===== src/rtl/sobolrng_multi.sv =====
// sobolrng_multi
// Multi-dimension Sobol low-discrepancy sequence generator. NDIM streams of
// BITWIDTH-bit samples advance together from one shared index counter. Every
// direction vector and a per-dimension digital-shift seed can be rewritten
// at run time through the write port.
//
// Ports
//   iClk     clock, rising edge
//   iRstN    asynchronous active-low reset
//   iEn      advance the sequence by one index
//   iClr     synchronous restart of index and states (priority over iEn)
//   iWrEn    write strobe
//   iWrDim   target dimension
//   iWrIdx   0..BITWIDTH-1 selects direction vector v[idx], BITWIDTH the seed
//   iWrData  write value
//   oRand    dimension d sample on [d*BITWIDTH +: BITWIDTH]
//   oIdx     current sequence index
//   oWrap    one-cycle pulse after a full period completes
module sobolrng_multi #(
    parameter int BITWIDTH = 8,
    parameter int NDIM     = 2,
    localparam int DIM_W   = (NDIM > 1) ? $clog2(NDIM) : 1,
    localparam int IDX_W   = $clog2(BITWIDTH + 1)
) (
    input  logic                     iClk,
    input  logic                     iRstN,
    input  logic                     iEn,
    input  logic                     iClr,
    input  logic                     iWrEn,
    input  logic [DIM_W-1:0]         iWrDim,
    input  logic [IDX_W-1:0]         iWrIdx,
    input  logic [BITWIDTH-1:0]      iWrData,
    output logic [NDIM*BITWIDTH-1:0] oRand,
    output logic [BITWIDTH-1:0]      oIdx,
    output logic                     oWrap
);

    logic [BITWIDTH-1:0] cnt;
    logic                wrap;
    logic [BITWIDTH-1:0] state    [NDIM];
    logic [BITWIDTH-1:0] shift    [NDIM];
    logic [BITWIDTH-1:0] vec      [NDIM][BITWIDTH];
    logic [BITWIDTH-1:0] step_vec [NDIM];
    logic [BITWIDTH-1:0] lsz_1h;
    logic                all_ones;

    // Reset direction vectors: dimension 0 is van der Corput, every other
    // dimension starts as Sobol dimension 2.
    function automatic logic [BITWIDTH-1:0] default_vec(input int d, input int k);
        logic [BITWIDTH-1:0] v;
        v = {1'b1, {(BITWIDTH-1){1'b0}}};
        if (d == 0) begin
            v = v >> k;
        end else begin
            for (int i = 1; i < BITWIDTH; i++) begin
                if (i <= k) v = v ^ (v >> 1);
            end
        end
        return v;
    endfunction

    // ~n & (n+1) isolates the least-significant zero bit of n as a one-hot
    // mask; it is all-zero at the wrap index, where no vector is used.
    always_comb begin
        lsz_1h   = ~cnt & (cnt + 1'b1);
        all_ones = &cnt;
        for (int d = 0; d < NDIM; d++) begin
            step_vec[d] = '0;
            for (int k = 0; k < BITWIDTH; k++) begin
                if (lsz_1h[k]) step_vec[d] = step_vec[d] | vec[d][k];
            end
        end
    end

    always_ff @(posedge iClk or negedge iRstN) begin
        if (!iRstN) begin
            cnt  <= '0;
            wrap <= 1'b0;
            for (int d = 0; d < NDIM; d++) begin
                state[d] <= '0;
                shift[d] <= '0;
                for (int k = 0; k < BITWIDTH; k++) begin
                    vec[d][k] <= default_vec(d, k);
                end
            end
        end else begin
            wrap <= 1'b0;
            if (iClr) begin
                cnt <= '0;
                for (int d = 0; d < NDIM; d++) state[d] <= '0;
            end else if (iEn) begin
                cnt <= cnt + 1'b1;
                if (all_ones) begin
                    wrap <= 1'b1;
                    for (int d = 0; d < NDIM; d++) state[d] <= '0;
                end else begin
                    for (int d = 0; d < NDIM; d++) state[d] <= state[d] ^ step_vec[d];
                end
            end
            // Advance above reads step_vec from the current vectors, so a write
            // in the same cycle only affects later updates. Out-of-range
            // dimension or index codes match no target and are dropped.
            if (iWrEn) begin
                for (int d = 0; d < NDIM; d++) begin
                    if (iWrDim == DIM_W'(d)) begin
                        for (int k = 0; k < BITWIDTH; k++) begin
                            if (iWrIdx == IDX_W'(k)) vec[d][k] <= iWrData;
                        end
                        if (iWrIdx == IDX_W'(BITWIDTH)) shift[d] <= iWrData;
                    end
                end
            end
        end
    end

    always_comb begin
        oRand = '0;
        for (int d = 0; d < NDIM; d++) begin
            oRand[d*BITWIDTH +: BITWIDTH] = state[d] ^ shift[d];
        end
    end

    assign oIdx  = cnt;
    assign oWrap = wrap;

endmodule


===== config.mk =====
export PLATFORM = sky130hd
export DESIGN_NAME = sobolrng_multi
export DESIGN_NICKNAME = d
export VERILOG_FILES = /design/src/rtl/sobolrng_multi.sv
export SDC_FILE = /design/constraint.sdc
export NUM_CORES = 1
export LEC_CHECK = 0
export BUFFER_PORTS_ARGS = -buffer_cell sky130_fd_sc_hd__buf_2
export CORE_MARGIN = 5
export CORE_UTILIZATION = 35
export DETAILED_ROUTE_END_ITERATION = 16
export PLACE_DENSITY = 0.49
export SLEW_MARGIN = 30
export SYNTH_ARGS = -nofsm -noshare
export SYNTH_HDL_FRONTEND = slang
export SYNTH_SLANG_ARGS = --single-unit

===== constraint.sdc =====
create_clock -name iClk -period 3.2 [get_ports iClk]
set_input_delay 0 -clock iClk [delete_from_list [all_inputs] [get_ports iClk]]
set_output_delay 0 -clock iClk [all_outputs]
set_load 0.01 [all_outputs]

== Yosys cells after proc, flatten, opt, wreduce, memory -nomap -nowiden ==
Cells that the tools add are included.
Word-level totals
  register bits after elaboration: 169
  latch bits: 0
  RAM bits: 0
  bits in read-only memories: 0
  input port bits: 18
  output and inout bits: 25
  word-level logic and storage cells: 97
  memories: 0
Cells by class
  add/sub/neg operators: 1
  multipliers: 0
  divide/modulo/power cells: 0
  $lt $le $gt $ge: 0
  equal/unequal tests: 8
  shift-type cells: 0
  muxes and demuxes: 24
  bitwise gates (word level): 21
  reductions and logical operators: 21
Operator list (number)
  8-bit two-way mux: 18
  8-bit bitwise OR: 14
  3-bit AND reduction: 18
  16-bit two-way mux: 3
  8-bit XOR: 4
  4-bit by 3-bit == test with 1-bit output, second input constant: 4
  8-bit by 1-bit adder with 8-bit output, second input constant: 1
  8-bit AND: 1
  4-bit by 2-bit == test with 1-bit output, second input constant: 2
  8-bit NOT: 1
  8-bit AND reduction: 1
  4-bit by 1-bit == test with 1-bit output, second input constant: 1
  4-bit == test, second input constant: 1
  4-bit logical NOT: 1
  1-bit two-way mux: 3
  2-bit nonzero test: 1
  1-bit NOT: 1

== Longest topological paths before layout ==
  word-level depth: 21
  gate-level depth with buffers: 11
  depth with buffers taken out: 8

== Least setup slack after synthesis ==
OpenSTA, ideal clock, no wires.
  path kind: register to register
  start point: register cnt[0], in the netlist oIdx[0]
  end point: register state[10] (netlist name)
  library setup time: 79 ps
  arrival time: 2374 ps
  required time: 3121 ps
  setup slack: 746 ps
  cell stages (with the launch flop): 11
  buffers on the path: 3
  period minus slack after synthesis: 2454 ps
  path through: dfrtp_1 clkinv_1 clkbuf_1 nor3_1 and3_1 ha_1 clkbuf_1 clkbuf_1 a221oi_1 a21bo_2 mux2i_1
Between the ends
  longest elaborated chain between the ends: 21
  elaborated cells on any way between the ends: 23
  classes of those cells: 1 x add/sub; 11 x mux; 10 x bitwise; 1 x reduce/logical
Ends and longest elaborated chain
  start: declaration: RTL line 38  | logic [BITWIDTH-1:0] cnt;
  start signal: assignment: RTL line 92  | cnt <= cnt + 1'b1;
  8-bit by 1-bit adder with 8-bit output / 8-bit NOT (equally long branches): RTL line 65  | lsz_1h = ~cnt & (cnt + 1'b1);
  8-bit AND: RTL line 65
  8-bit two-way mux: RTL line 70  | if (lsz_1h[k]) step_vec[d] = step_vec[d] | vec[d][k];
  8-bit bitwise OR: RTL line 70
  8-bit two-way mux: RTL line 70
  8-bit bitwise OR: RTL line 70
  8-bit two-way mux: RTL line 70
  8-bit bitwise OR: RTL line 70
  [5 not listed]
  8-bit bitwise OR: RTL line 70
  8-bit two-way mux: RTL line 70
  8-bit bitwise OR: RTL line 70
  8-bit two-way mux: RTL line 70
  8-bit XOR: RTL line 97  | for (int d = 0; d < NDIM; d++) state[d] <= state[d] ^ step_vec[d];
  16-bit two-way mux (*): RTL line 93  | if (all_ones) begin
  16-bit two-way mux (*): RTL line 91  | end else if (iEn) begin
  16-bit two-way mux (*): RTL line 88  | if (iClr) begin
  end signal: indexed assignment: RTL line 80  | state[d] <= '0;
  end: declaration: RTL line 40  | logic [BITWIDTH-1:0] state [NDIM];
Mark *: on every way between the ends. The rest lies on a longest branch, timed or not. The select of a mux whose other input is x is not followed.
A chain may end at the register's enable or synchronous reset.

== Final worst setup path ==
  start point: register cnt[0], in the netlist oIdx[0]
  end point: register state[5] (netlist name)
Same word-level chain as after synthesis.

==> run_results.csv <==
group,metric,value,unit
outcome,status,"completed",
power_and_ir_drop,ir_drop,278,uV
placement,hpwl,11600,um
final_layout,ff_latch_area,0.00427,mm2
logic_synthesis,synthCells,550,
final_layout,multi_input_area,0.00324,mm2
placement,gp_congestion,0.726,
timing,max_freq,372,MHz
die,die_y,158,um
final_layout,nFillCells,2048,
timing,rsz0062_at_grt,"no",
logic_synthesis,yosysUniqueCellTypes,37,
die,pin_count,43,
routing,drcViolationCount,0,
global_routing,grt_pass1_vias,5065,
global_routing,globalRouteOverflowTotal,0,
routing,drtIter0Drc,198,
routing,wl_per_cell,20.9,um
routing,ant_nets,0,
timing,skew,0.00956,ns
timing,hold_ws,0.0747,ns
logic_synthesis,seq_area_frac_synth,55.5,%
logic_synthesis,dominantRegCellSynth,"dfrtp_1",
clock_network,clock-sinks,169,
final_layout,nets,614,
critical_path,endpoint_kind,"register",
clock_network,cts-buffers-inserted,17,
routing,viasPerCell,5.33,
final_layout,layout-drive-gt1-share,46.5,%
clock_network,clk_pin_slew_worst_paths,0.06,ns
die,core,0.0218,mm2
critical_path,worstSetupPathType,"register to register",
timing,period_share,84.0,%
global_routing,grt_use_total,15.6,%
logic_synthesis,synthArstFlopShare,100,%
clock_network,cts_resized,0,
clock_network,htreeDepth,4,
logic_synthesis,synth_nets,576,
logic_synthesis,synth.avg_cell_area,14.0,um2
clock_network,cts_tree,"built",
final_layout,area_growth_syn_to_layout,15.2,%
die,rows,54,
placement,preCtsSetupSlack,0.506,ns
die,start_util,35.4,%
logic_synthesis,ys_ff_latch,169,
critical_path,crit_path_max_fanout,16,
clock_network,worst_skew_pair.late_latency,0.42,ns
global_routing,antenna_found_initial,0,
clock_network,cts-root-buf,"clkbuf_16",
timing,period_minus_slack,2.69,ns
critical_path,cp-start-kind,"register",
critical_path,arrival,2.99,ns
final_layout,antenna_cells,0,
timing,setup_viol,0,
job,max_cap_viol_count,0,
logic_synthesis,yosys_warnings,0,
power_and_ir_drop,p_per_area,655,mW/mm2
critical_path,crit_required,3.50,ns
routing,vias,4687,
timing,drv_slew,0,
timing,relSlewSlack,43.2,%
global_routing,grt_max_degree,81,
global_routing,grt_pass1_wl,29100,um
clock_network,cts_buffer_depth,2,
timing,hold_viol,0,
routing,routed_wl,18400,um
die,die_x,158,um
die,die_area,0.0250,mm2
timing,fin_tns_setup,0,ns
timing,tightest_slew,0.846,ns
worst_hold_path,hp-class,"primary input to register",
placement,io_buffers,42,
power_and_ir_drop,p_leak,3.93,nW
logic_synthesis,synth_edf_count,0,
routing,drtPass1Iterations,5,
logic_synthesis,netlist_area,0.00769,mm2
timing,layout_setup_ws,0.512,ns
through the flow:
stage | cells | area, um2 | util (%) | power (W)
floorplan | 550 | 7690 | - | 0.00334
global placement | 846 | 8190 | 37.6 | 0.00360
detailed placement | 846 | 8190 | 37.7 | 0.00364
CTS | 880 | 8860 | 40.7 | 0.00589
global route | 880 | 8860 | 40.7 | 0.00609
finish | 880 | 8860 | 40.7 | 0.00580
cells by family (layout without fill, tap and decap cells):
| family | count (synthesis) | count (layout) | share of synthesized area, % |
|---|---|---|---|
| AO/OA/AOI/OAI | 104 | 104 | 11.5 |
| XOR/XNOR | 17 | 17 | 1.94 |
| adder cells (fa/ha/maj) | 8 | 8 | 1.30 |
| buffers and inverters | 45 | 95 | 2.46 |
| flip-flops | 169 | 169 | 55.5 |
| multiplexers | 160 | 160 | 23.2 |
| AND/OR/NAND/NOR | 47 | 47 | 4.10 |
where the power goes:
part / internal (W) / leakage (nW) / switching (W)
combinational: 0.000430 / 1.52 / 0.000358
clock: 0.00141 / 0.312 / 0.000805
sequential: 0.00259 / 2.10 / 0.000217
total: 0.00442 / 3.93 / 0.00138
timing repair:
action,in CTS,in global routing
endpoints found under the hold margin,73,0
hold buffers,3,0
setup buffers,0,0
per-layer routing:
layer  vias to the layer above  GRT usage (%)  share of wire (%)
li1                       2131              -                  -
met1                      2495           20.0                 46
met2                        50           27.0                 51
met3                        11           3.13                2.1
met4                         0           4.02                1.0
met5                         -              0                  0
cell usage after synthesis, types with 2 or more instances:
library cell / n / area (um2)
dfrtp_1: 134 / 3350
mux2_2: 131 / 1480
dfstp_2: 35 / 920
a221oi_1: 32 / 280
a22o_1: 32 / 280
clkbuf_1: 23 / 86.3
a21bo_2: 16 / 160
a31oi_1: 16 / 100
mux2i_1: 16 / 160
xor2_1: 16 / 140
mux2_1: 13 / 146
nor2_1: 11 / 41.3
buf_2: 10 / 50.1
ha_1: 8 / 100
nand2_1: 8 / 30.0
a211oi_1: 7 / 52.6
inv_1: 7 / 26.3
and3_1: 6 / 37.5
nor2b_1: 4 / 25.0
nand2_2: 3 / 18.8
buf_1: 2 / 7.51
buf_4: 2 / 15.0
nor2_2: 2 / 12.5
nor3_2: 2 / 20.0
nor4_4: 2 / 42.5
cell type report:
cell class              instances  share of cell area (%)
flip-flops and latches        169                    48.2
inverters                       8                   0.339
repair buffers                 56                    3.71
clock buffers                  24                    5.66
well taps                     280                    3.95
multi-input cells             336                    36.6
clock inverters                 7                    1.55
worst max-delay path: stages (launching register included):
cell and delay, ns:
dfrtp_1 0.43, ha_1 0.24, and3_1 0.23, and3_1 0.20, ha_1 0.47, a22o_1 0.33, a221oi_1 0.40, a21bo_2 0.21
mux2i_1 0.06
cell usage in the layout (no fill, tap or decap), types with 8 or more instances in the layout:
cell,instances
mux2_2,131
mux2i_1,16
nor2_1,10
nand2_1,8
mux2_1,13
clkbuf_16,17
buf_2,41
dfrtp_1,134
dfstp_2,35
xor2_1,16
a221oi_1,32
a22o_1,32
buf_4,11
a31oi_1,16
a21bo_2,16
registers in the layout, indices dropped and copies added, names as in the netlist:
name	cells
oWrap	1
oIdx	8
vec	128
shift	16
state	16
final timing paths:
path / from / endpoint / slack (ns) / cells past startpoint
max reg2reg: oIdx[0] / state[5] / 0.51 / 8
min: iWrData[6] / vec[70] / 0.07 / 2
min in group asynchronous: iRstN / vec[96] / 0.21 / 2
max in group asynchronous: iRstN / vec[91] / 1.97 / 3
min reg2reg: vec[71] / vec[71] / 0.49 / 1
max: oIdx[0] / state[5] / 0.51 / 8
(Power assumes the default switching activity.)
